## src/rtl/logic_unit_seq_if.sv

```systemverilog
// Handshake and operand/result bus for logic_unit_seq.
// Port zero exists only when LOGIC_UNIT_SEQ_ZERO_FLAG_EN is defined.
interface logic_unit_seq_if #(
  parameter int WIDTH = 32
);
  logic             start;
  logic [1:0]       op;
  logic [WIDTH-1:0] A;
  logic [WIDTH-1:0] B;
  logic [WIDTH-1:0] Result;
  logic             busy;
  logic             done;
`ifdef LOGIC_UNIT_SEQ_ZERO_FLAG_EN
  logic             zero;

  modport master (output start, op, A, B, input Result, busy, done, zero);
  modport slave  (input start, op, A, B, output Result, busy, done, zero);
`else
  modport master (output start, op, A, B, input Result, busy, done);
  modport slave  (input start, op, A, B, output Result, busy, done);
`endif
endinterface

```

## src/rtl/logic_unit_seq.sv

```systemverilog
// Multi-cycle bitwise logic unit (AND/OR/XOR/NOR), CHUNK bits per clock, low chunk first.
// Optional registered zero flag under LOGIC_UNIT_SEQ_ZERO_FLAG_EN.
module logic_unit_seq #(
  parameter int WIDTH = 32,
  parameter int CHUNK = 8
) (
  input  logic            clk,
  input  logic            reset,
  logic_unit_seq_if.slave bus
);
  localparam int NCHUNK = WIDTH / CHUNK;
  localparam int CW     = (NCHUNK > 1) ? $clog2(NCHUNK) : 1;
  localparam logic [CW-1:0] LAST_IDX = CW'(NCHUNK - 1);

  typedef enum logic [1:0] {
    ST_IDLE = 2'b00,
    ST_RUN  = 2'b01,
    ST_DONE = 2'b10
  } state_t;

  state_t           state_r;
  logic [CW-1:0]    idx_r;
  logic [1:0]       op_r;
  logic [WIDTH-1:0] a_r;
  logic [WIDTH-1:0] b_r;
  logic [WIDTH-1:0] result_r;
  logic             busy_r;
  logic             done_r;
  logic             zero_r;

  logic [CHUNK-1:0] a_chunk_s;
  logic [CHUNK-1:0] b_chunk_s;
  logic [CHUNK-1:0] chunk_s;
  logic [WIDTH-1:0] next_result_s;

  function automatic logic [CHUNK-1:0] op_chunk(
    input logic [1:0]       op,
    input logic [CHUNK-1:0] a,
    input logic [CHUNK-1:0] b
  );
    case (op)
      2'b00:   op_chunk = a & b;
      2'b01:   op_chunk = a | b;
      2'b10:   op_chunk = a ^ b;
      2'b11:   op_chunk = ~(a | b);
      default: op_chunk = '0;
    endcase
  endfunction

  // Select the active operand chunk so a single CHUNK-wide gate slice is reused.
  always_comb begin
    a_chunk_s = '0;
    b_chunk_s = '0;
    for (int i = 0; i < NCHUNK; i++) begin
      if (idx_r == CW'(i)) begin
        a_chunk_s = a_r[i*CHUNK +: CHUNK];
        b_chunk_s = b_r[i*CHUNK +: CHUNK];
      end else begin
        a_chunk_s = a_chunk_s;
        b_chunk_s = b_chunk_s;
      end
    end
  end

  assign chunk_s = op_chunk(op_r, a_chunk_s, b_chunk_s);

  // Merge the freshly computed chunk into the in-place result.
  always_comb begin
    next_result_s = result_r;
    for (int i = 0; i < NCHUNK; i++) begin
      if (idx_r == CW'(i)) begin
        next_result_s[i*CHUNK +: CHUNK] = chunk_s;
      end else begin
        next_result_s[i*CHUNK +: CHUNK] = result_r[i*CHUNK +: CHUNK];
      end
    end
  end

  // Control FSM with registered status outputs; reset abandons any in-flight operation.
  always_ff @(posedge clk) begin
    if (reset) begin
      state_r  <= ST_IDLE;
      idx_r    <= '0;
      op_r     <= 2'b00;
      a_r      <= '0;
      b_r      <= '0;
      result_r <= '0;
      busy_r   <= 1'b0;
      done_r   <= 1'b0;
      zero_r   <= 1'b0;
    end else begin
      case (state_r)
        ST_IDLE: begin
          if (bus.start) begin
            a_r     <= bus.A;
            b_r     <= bus.B;
            op_r    <= bus.op;
            idx_r   <= '0;
            zero_r  <= 1'b0;
            busy_r  <= 1'b1;
            state_r <= ST_RUN;
          end else begin
            state_r <= ST_IDLE;
          end
        end
        ST_RUN: begin
          result_r <= next_result_s;
          if (idx_r == LAST_IDX) begin
            zero_r  <= (next_result_s == '0);
            busy_r  <= 1'b0;
            done_r  <= 1'b1;
            state_r <= ST_DONE;
          end else begin
            idx_r   <= idx_r + CW'(1);
          end
        end
        ST_DONE: begin
          done_r  <= 1'b0;
          state_r <= ST_IDLE;
        end
        default: begin
          busy_r  <= 1'b0;
          done_r  <= 1'b0;
          state_r <= ST_IDLE;
        end
      endcase
    end
  end

  assign bus.Result = result_r;
  assign bus.busy   = busy_r;
  assign bus.done   = done_r;
`ifdef LOGIC_UNIT_SEQ_ZERO_FLAG_EN
  assign bus.zero   = zero_r;
`else
  logic unused_zero_s;
  assign unused_zero_s = zero_r;
`endif
endmodule

```

## src/flat_wrapper.sv

```systemverilog
// flat-port wrapper written by rule: the top's interface ports become plain ports
module logic_unit_seq_flat 
#(
  parameter int WIDTH = 32,
  parameter int CHUNK = 8
)
  (clk, reset, bus_start, bus_op, bus_A, bus_B, bus_Result, bus_busy, bus_done);
  logic_unit_seq_if #(.WIDTH(WIDTH)) bus_i ();
  input  logic clk;
  input  logic reset;
  input wire logic [$bits(bus_i.start)-1:0] bus_start;
  input wire logic [$bits(bus_i.op)-1:0] bus_op;
  input wire logic [$bits(bus_i.A)-1:0] bus_A;
  input wire logic [$bits(bus_i.B)-1:0] bus_B;
  output wire logic [$bits(bus_i.Result)-1:0] bus_Result;
  output wire logic [$bits(bus_i.busy)-1:0] bus_busy;
  output wire logic [$bits(bus_i.done)-1:0] bus_done;
  assign bus_i.start = bus_start;
  assign bus_i.op = bus_op;
  assign bus_i.A = bus_A;
  assign bus_i.B = bus_B;
  assign bus_Result = bus_i.Result;
  assign bus_busy = bus_i.busy;
  assign bus_done = bus_i.done;
  logic_unit_seq #(.WIDTH(WIDTH), .CHUNK(CHUNK)) u_core (.clk(clk), .reset(reset), .bus(bus_i));
endmodule
```

## config.mk

```make
export PLATFORM = sky130hd
export DESIGN_NAME = logic_unit_seq_flat
export DESIGN_NICKNAME = d
export VERILOG_FILES = /design/src/rtl/logic_unit_seq_if.sv /design/src/rtl/logic_unit_seq.sv /design/src/flat_wrapper.sv
export SDC_FILE = /design/constraint.sdc
export NUM_CORES = 1
export LEC_CHECK = 0
export BUFFER_PORTS_ARGS = -buffer_cell sky130_fd_sc_hd__buf_4
export CORE_UTILIZATION = 49
export CTS_BUF_LIST = sky130_fd_sc_hd__clkbuf_8 sky130_fd_sc_hd__clkbuf_16
export DETAILED_ROUTE_END_ITERATION = 8
export PLACE_DENSITY = 0.88
export SETUP_SLACK_MARGIN = 0.2
export SYNTH_ARGS = -nofsm -noshare
export SYNTH_HDL_FRONTEND = slang
export SYNTH_SLANG_ARGS = --single-unit
```

## constraint.sdc

```tcl
create_clock -name clk -period 2.4 [get_ports clk]
set_clock_uncertainty 0.2 [all_clocks]
set_input_delay 0.36 -clock clk [delete_from_list [all_inputs] [get_ports clk]]
set_output_delay 0.36 -clock clk [all_outputs]
set_load 0.02 [all_outputs]
```

### Word level (Yosys, flattened, before mapping)

Index checks and enable logic that the tools add are counted.

* memory bits (read-only): 0
* bits in latches: 0
* bits in registers: 104
* memories: 0
* output and inout port bits: 34
* memory bits (writable): 0
* word-level logic and storage cells: 61
* bits of input ports: 69

* multiplexer cells: 20
* shift operators: 0
* $mul: 0
* reductions and logical operators: 12
* bitwise logic cells: 6
* add/sub/neg operators: 1
* div/mod/pow operators: 0
* equal/unequal tests: 11
* magnitude comparators: 0

Operator list (count)
* 8-bit two-way mux: 8
* 8-bit one-hot mux with 4 select lines: 1
* 2-bit AND reduction: 6
* 2-bit equality test (second input constant): 5
* 8-bit bitwise AND: 1
* 8-bit inverter: 1
* 8-bit OR: 1
* 2-bit one-hot mux with 2 select lines: 2
* 8-bit bitwise XOR: 1
* 2-bit by 1-bit equality test with 1-bit output (second input constant): 3
* 2-bit logical NOT: 3
* 2-bit two-way mux: 3
* 3-bit AND reduction: 2
* 1-bit two-way mux: 4
* 2-bit inequality test (second input constant): 2
* 1-bit one-hot mux with 3 select lines: 1
* 2-bit by 1-bit adder with 2-bit output (second input constant): 1
* 2-bit by 1-bit inequality test with 1-bit output (second input constant): 1
* 1-bit inverter: 2
* 1-bit one-hot mux with 2 select lines: 1
* 2-bit nonzero test: 1

### Depth between registers and ports, before layout

Gate-level depths: netlist of run 1.

* depth after elaboration: 8
* mapped depth: 11
* gate-level depth less buffers: 9

### Worst setup path before layout of run 1

OpenSTA, ideal clock, no wires.

* path kind: reg-to-reg
* from: register u_core.idx_r[0]
* to: register u_core.result_r[15] (netlist: u_core.bus.Result[15])
* cell stages (with the launch flop): 12
* data required time: 2069 ps
* period minus slack after synthesis: 2363 ps
* buffers on the path: 2
* path slack: 37 ps
* data arrival time: 2031 ps
* setup time: 131 ps
* path through: dfxtp_1 > inv_1 > ha_1 > buf_2 > clkbuf_1 > a21oi_1 > o21ai_0 > a22o_1 > ha_1 > nor2b_1 > nor3_1 > o31ai_1

* longest elaborated chain between the ends: 8
* elaborated cells between the ends (all ways): 18

Ends and longest elaborated chain
* from (decl): line logic_unit_seq.sv:22 `logic [CW-1:0] idx_r;`
* from (signal assigned): line logic_unit_seq.sv:114 `idx_r <= idx_r + CW'(1);`
* 2-bit logical NOT: line logic_unit_seq.sv:55 `if (idx_r == CW'(i)) begin`
* 8-bit two-way mux (4 in a row): line logic_unit_seq.sv:55
* 8-bit OR: line logic_unit_seq.sv:43, logic_unit_seq.sv:45
* 8-bit inverter: line logic_unit_seq.sv:45 `2'b11: op_chunk = ~(a | b);`
* 8-bit one-hot mux with 4 select lines: line logic_unit_seq.sv:41 `case (op)`
* to (signal assigned): line logic_unit_seq.sv:107 `result_r <= next_result_s;`
* to (decl): line logic_unit_seq.sv:26 `logic [WIDTH-1:0] result_r;`

Several ways; a longest one is shown, not always the timed one.
A chain may end at the register's enable or synchronous reset.

### Worst setup path in the final report of run 1

* from: register u_core.idx_r[0]
* to: register u_core.result_r[8] (netlist: u_core.bus.Result[8])

Same word-level chain as after synthesis.

==> results of run 1 <==
## metal layers
layer | vias to the layer above | GRT usage
met3 | 66 | 0.0431
met4 | 0 | 0.108
met1 | 2359 | 0.320
li1 | 2289 | -
met5 | - | 0
met2 | 306 | 0.417
## final cells by class
type / count / area (µm²)
fill: 681 / 3070
timing repair buffer: 127 / 1070
multi-input combinational: 441 / 3120
sequential: 104 / 2090
inverter: 19 / 75.1
clock buffer: 9 / 124
clock inverter: 7 / 68.8
tap: 133 / 166
## power by group
part | internal, W | switching, W
clock | 0.000410 | 0.000674
combinational | 0.000327 | 0.000405
sequential | 0.00180 | 0.0000899
total | 0.00254 | 0.00117
## through the flow
step | TNS [ns] | total power [W] | cells
after floorplan | 0 | 0.00227 | 614
after global placement | 0 | 0.00246 | 811
after detailed placement | -0.989 | 0.00248 | 811
after CTS | 0 | 0.00357 | 835
after global routing | -4.66 | 0.00384 | 840
final | -1.77 | 0.00371 | 840
## synthesized netlist by cell type
master and count:
nand2_1 148, dfxtp_1 104, a21oi_1 102, nand3b_1 32, o31ai_1 32, clkbuf_1 30, ha_1 20, inv_1 19
o21ai_0 17, a22o_1 16, a22oi_1 16, nor2b_1 16, buf_2 15, nor2_1 10, nor3_1 9, o21a_1 8
nand3b_4 4, or2_0 4, buf_6 3, buf_1 2, a31oi_1 1, nand2b_1 1, nand3_1 1, nor3b_2 1
nor4bb_1 1, or3b_1 1, or3b_2 1
## kinds of logic after synthesis
| kind of cell | after synthesis | synth area share |
|---|---|---|
| AND/OR/NAND/NOR | 229 | 0.230 |
| AO/OA/AOI/OAI | 192 | 0.236 |
| flip-flops | 104 | 0.422 |
| buffers and inverters | 69 | 0.0609 |
| adder cells (fa/ha/maj) | 20 | 0.0508 |
## tightest hold or removal path, delay by kind of cell
family                 cells  cell delay (ns)
AO/OA/AOI/OAI              1             0.05
buffers and inverters      1             0.10
AND/OR/NAND/NOR            1             0.04
## worst paths after layout
check,from,cells after the start,endpoint
setup / recovery,u_core.idx_r[0]$_SDFFE_PP0P_,11,u_core.bus.Result[8]$_SDFFE_PP0P_
hold / removal,bus_A[24],3,u_core.a_r[24]$_SDFFE_PP0P_
setup reg to reg,u_core.idx_r[0]$_SDFFE_PP0P_,11,u_core.bus.Result[8]$_SDFFE_PP0P_
hold reg to reg,u_core.a_r[22]$_SDFFE_PP0P_,2,u_core.a_r[22]$_SDFFE_PP0P_
## timing repair
action | 4_1_cts | 5_1_grt
pin swaps | 14 | 42
hold buffers | 0 | 0
setup buffers | 8 | 2
gates cloned | 0 | 3
resized for setup | 36 | 107
endpoints found under the setup margin | 32 | 50
## state kept, by name, summed over array words and instances (netlist names)
signal and cells:
u_core.idx_r 2, u_core.a_r 32, u_core.bus.done 1, u_core.state_r 2, u_core.op_r 2, u_core.bus.Result 32
u_core.b_r 32, u_core.bus.busy 1
==> results by group, run 1 <==
Placed design
  • Gp weighted congestion: 0.839
  • Pre-CTS setup slack: -0.0767 ns
  • PortBufs: 102
  • DP HPWL: 9260 µm
  • Post-DP Area: 0.00583 mm²

GRT
  • Total track usage: 0.251
  • Initial antenna violation count: 0
  • Vias in the first global route: 4,281
  • First-pass GRT wire length: ~20,000 µm
  • GR Overflow Total: 0
  • Largest net degree at the start of global routing: 68

Synthesis
  • Yosys Warn Count: 0
  • Yosys cell types: 27
  • Proportion of netlist area held by the largest area contributor: 0.422
  • Post-Syn Instances: 614
  • Synth area leader: dfxtp_1
  • Post-synthesis cell area: 0.00493 mm²
  • Flops & latches, synth: 104
  • Mapped Nets: 703
  • Avg Cell Area, Syn: ~8.0 µm²
  • Top post-synthesis cells by area: dfxtp_1, nand2_1, a21oi_1, ha_1, nand3b_1
  • Sequential-to-total area share from yosys stat: 0.422

Timing
  • Tcrit/Tclk final: 1.04
  • Worst-Margin Slew: 1.10 ns
  • Slew Viols, Final: 0
  • Fin. Hold Viols: 0
  • Max_slew headroom: 0.267
  • Final setup viols: 32
  • Fmax: 399 MHz
  • Worst hold slack: between 0.006 and 0.007 ns
  • Final worst slack: -0.108 ns
  • Post-layout min period: ~2.5 ns
  • RSZ-0062 raised after global routing: true

Cells and area
  • Final Util: 0.686
  • Fin nets: a little under 800
  • Finished Cell Area: 0.00671 mm²
  • Most common cell after layout, fill and taps aside: nand2_1
  • Area growth syn-to-layout: 36.1%
  • N_diodes: 0
  • Most frequent cells in the layout: nand2_1, buf_4, dfxtp_1
  • Share of layout cells above drive strength 1: 0.359

Route
  • Via-to-Cell Ratio: 5.98
  • Met3 wire length: 1090 µm
  • Final WL: around 15,000 µm
  • Initial DRT Pass Iterations: 6
  • Routed wire length per instance: approximately 18 µm
  • DR top layer: met4
  • Metal2 WL: 7500 µm
  • Via count: about 5,000
  • Initial DRC Count: 451
  • DRC: 0
  • DRT antenna net count: 0
  • Wl on met1: 6030 µm

Setup path
  • Worst Path Arrival: 2.56 ns
  • Reg2reg setup slack: -0.11 ns
  • Largest fanout on the critical path: 7
  • Critical Path, Cell by Cell: clkinvlp_4, ha_4, clkbuf_16, a21oi_4, o21ai_2, a22o_1, ha_2, nor2b_4, nor3_2, buf_4, o31ai_1
  • Critical path buffer and inverter count: 3
  • Delay-heaviest family, CP: buffers and inverters
  • WP data required: 2.45 ns
  • Slowest CP cell: dfxtp_4
  • Worst setup SP type: flip-flop
  • Kind of critical path: reg2reg
  • CP endpoint kind: flip-flop
  • Critical path's largest stage delay: 0.39 ns

Floorplanning
  • Initial core utilization: 0.504
  • Row count: 36
  • Die area: 0.0105 mm²
  • Die X: 102 µm
  • Die height: 102 µm
  • # IOs: 103
  • Core area: between 0.009 and 0.01 mm²

Clocking
  • CTS tree: done
  • H-tree lvl count: 3
  • Worst-Skew Late Latency: about 0.38 ns
  • CTS buffer count: 9
  • Clk slew on worst S/H paths: 0.11 ns
  • Clock sink count: 104
  • Clk buf depth: 2
  • Clock root buffer: clkbuf_8

Pwr
  • Leakage: 2.66 nW
  • Pwr/cell area: 553 mW/mm²
  • Worst VDD drop: 291 µV

Job
  • Maxcap violations: 0

Run status
  • Failing checks: setup timing
  • Status: complete, but fails checks

Worst hold path
  • Hold Path Class: in2reg
Power figures use the tool's default switching activity.
==> run 2: changes to the inputs <==
CORE_MARGIN = 4   (was default)
==> run 2 against run 1 <==
Fmax decreased by 0.28%; core utilization increased by 3.3 points; the run still ends with setup timing left; setup slack lost 0.0070 ns; clock power grew 9%; flip-flop and latch count unchanged; clock-buffer cell count unchanged; via count is 5.8% higher; largest cell class unchanged.
==> results by group, run 2 (synthesized netlist as in run 1, its figures left out) <==
Setup path
  • WP data required: 2.50 ns (was 2.45 ns)
  • Critical path's largest stage delay: 0.38 ns (was 0.39 ns)
  • Reg2reg setup slack: -0.11 ns (about the same)
  • Crit. Startpoint: u_core.idx_r[0]$_SDFFE_PP0P_ (unchanged)
  • Worst setup SP type: flip-flop (unchanged)
  • Critical R2R Launch: u_core.idx_r[0]$_SDFFE_PP0P_ (unchanged)
  • Slowest CP cell: dfxtp_4 (unchanged)
  • Worst path depth: 10 (was 11)
  • Worst Path Arrival: 2.62 ns (was 2.56 ns)
  • Critical path buffer and inverter count: 2 (was 3)
  • Delay-heaviest family, CP: compound AO/OA/AOI/OAI gates (was buffers and inverters)
  • Worst r2r path cells: 10 (was 11)
  • Kind of critical path: reg2reg (unchanged)
  • CP endpoint kind: flip-flop (unchanged)
  • Largest fanout on the critical path: 5 (was 7)
  • Critical Path, Cell by Cell: inv_4, ha_4, buf_12, nand2_2, o21ai_4, a22oi_2, ha_1, nor2_1, o21a_2, o31ai_1 (was clkinvlp_4, ha_4, clkbuf_16, a21oi_4, o21ai_2, a22o_1, ha_2, nor2b_4, nor3_2, buf_4, o31ai_1)

Pwr
  • Worst VDD drop: 366 µV (was 291 µV)
  • Pwr/cell area: 559 mW/mm² (was 553 mW/mm²)
  • Switch share: 0.317 (was 0.315)
  • Comb power frac: 0.215 (was 0.197)
  • Power Internal: 0.00269 W (was 0.00254 W)
  • Leakage: 2.75 nW (was 2.66 nW)
  • Clk pwr share: 0.300 (was 0.292)
  • Power Total: 0.00393 W (was 0.00371 W)
  • P_sw: 0.00125 W (was 0.00117 W)
  • Flop pwr share: 0.485 (was 0.511)

Cells and area
  • Final Util: 0.720 (was 0.686)
  • Area growth syn-to-layout: 42.7% (was 36.1%)
  • Fin nets: 796 (was 791)
  • Most common cell after layout, fill and taps aside: nand2_1 (unchanged)
  • Most frequent cells in the layout: nand2_1, buf_4, dfxtp_1 (unchanged)
  • Share of layout cells above drive strength 1: 0.392 (was 0.359)
  • N_diodes: 0 (unchanged)
  • Finished Cell Area: 0.00703 mm² (was 0.00671 mm²)

Clocking
  • Clock root buffer: clkbuf_8 (unchanged)
  • Worst-Skew Late Latency: 0.40 ns (was 0.38 ns)
  • H-tree lvl count: 3 (unchanged)
  • CTS buffer count: 9 (unchanged)
  • Cts hold-fix bufs: 0 (unchanged)
  • CTS tree: done (unchanged)
  • Clock sink count: 104 (unchanged)
  • Clk slew on worst S/H paths: 0.11 ns (about the same)
  • Clk buf depth: 2 (unchanged)

Run status
  • Status: complete, but fails checks (unchanged)
  • Failing checks: setup timing (unchanged)

Route
  • Initial DRC Count: 689 (was 451)
  • Routed wire length per instance: 21.4 µm (was 18.1 µm)
  • Initial DRT Pass Iterations: 6 (unchanged)
  • Via-to-Cell Ratio: 6.28 (was 5.98)
  • Final WL: 18,100 µm (was 15,200 µm)
  • Via count: 5,309 (was 5,020)
  • DRC: 0 (unchanged)
  • DRT antenna net count: 0 (unchanged)

Timing
  • Post-layout min period: 2.51 ns (about the same)
  • Fin. Hold Viols: 0 (unchanged)
  • Setup tns final: -0.435 ns (was -1.77 ns)
  • Slew Viols, Final: 0 (unchanged)
  • Final worst slack: -0.115 ns (was -0.108 ns)
  • Max_slew headroom: 0.193 (was 0.267)
  • Worst-Margin Slew: 1.21 ns (was 1.10 ns)
  • Final setup viols: 9 (was 32)
  • Tcrit/Tclk final: 1.05 (was 1.04)
  • RSZ-0062 raised after global routing: true (unchanged)
  • Worst hold slack: 0.00166 ns (was 0.00614 ns)
  • Fmax: 398 MHz (was 399 MHz)

Floorplanning
  • Die height: 108 µm (was 102 µm)
  • # IOs: 103 (unchanged)
  • Die X: 108 µm (was 102 µm)
  • Die area: 0.0117 mm² (was 0.0105 mm²)
  • Initial core utilization: 0.504 (unchanged)
  • Core area: 0.00977 mm² (unchanged)
  • Row count: 36 (unchanged)

Placed design
  • Post-DP Area: 0.00580 mm² (was 0.00583 mm²)
  • DP HPWL: 9170 µm (was 9260 µm)
  • PortBufs: 102 (unchanged)
  • Gp weighted congestion: 0.909 (was 0.839)

Worst hold path
  • Hold Path Class: in2reg (unchanged)
  • Worst hold path depth: 3 (unchanged)
  • Worst Min Path Start: bus_A[12] (was bus_A[24])

GRT
  • First-pass GRT wire length: 25,900 µm (was 20,300 µm)
  • Initial antenna violation count: 0 (unchanged)
  • GR Overflow Total: 0 (unchanged)
  • Total track usage: 0.282 (was 0.251)
  • GR Util met2: 0.467 (was 0.417)
  • Vias in the first global route: 5,082 (was 4,281)
  • Busiest grt layer: met2 (unchanged)
  • Met3 GRT Util: 0.0687 (was 0.0431)
  • Met1 usage: 0.333 (was 0.320)
  • Largest net degree at the start of global routing: 60 (was 68)

Job
  • Maxcap violations: 0 (unchanged)
-- run 2: power groups by stage --
| stage | registers (W) | logic, W | clock network (W) |
|---|---|---|---|
| after floorplan | 0.00189 | 0.000383 | 0 |
| after global placement | 0.00191 | 0.000546 | 0 |
| after detailed placement | 0.00191 | 0.000567 | 0 |
| after CTS | 0.00189 | 0.000722 | 0.00116 |
| after global routing | 0.00191 | 0.000892 | 0.00125 |
| final | 0.00191 | 0.000846 | 0.00118 |
-- run 2: routing by layer --
layer / routed length [µm] / vias to the layer above
met3: 1710 / 137
met5: 0 / -
met2: 8430 / 428
met4: 1320 / 0
li1: - / 2301
met1: 6660 / 2443
-- run 2: path summary, 6_finish.rpt --
kind	end
hold / removal	u_core.a_r[12]$_SDFFE_PP0P_
hold reg to reg	u_core.b_r[22]$_SDFFE_PP0P_
setup reg to reg	u_core.bus.Result[9]$_SDFFE_PP0P_
setup / recovery	u_core.bus.Result[9]$_SDFFE_PP0P_
-- run 2: timing repair --
item | CTS | global route
gates resized for setup | 138 | 46
setup endpoints to repair | 32 | 39
buffers inserted | 13 | 1
gates cloned | 5 | 2
pin swaps | 79 | 30
-- run 2: final cells by class --
class | instances | area [µm²]
clock buffers | 9 | 124
clock inverters | 7 | 87.6
fillers | 617 | 2740
inverters | 19 | 76.3
multi-input cells | 441 | 3270
flip-flops and latches | 104 | 2090
well taps | 133 | 166
repair buffers | 132 | 1220
-- run 2: worst min-delay path, stage by stage --
cell	delay, ns
buf_4	0.11
nand2_1	0.05
a21oi_1	0.05
-- run 2: through the flow --
step | setup WS (ns) | cells
final | -0.115 | 845
after global routing | -0.172 | 845
after CTS | 0.109 | 842
after detailed placement | -0.123 | 808
after global placement | 0.0224 | 808
after floorplan | 0.206 | 614
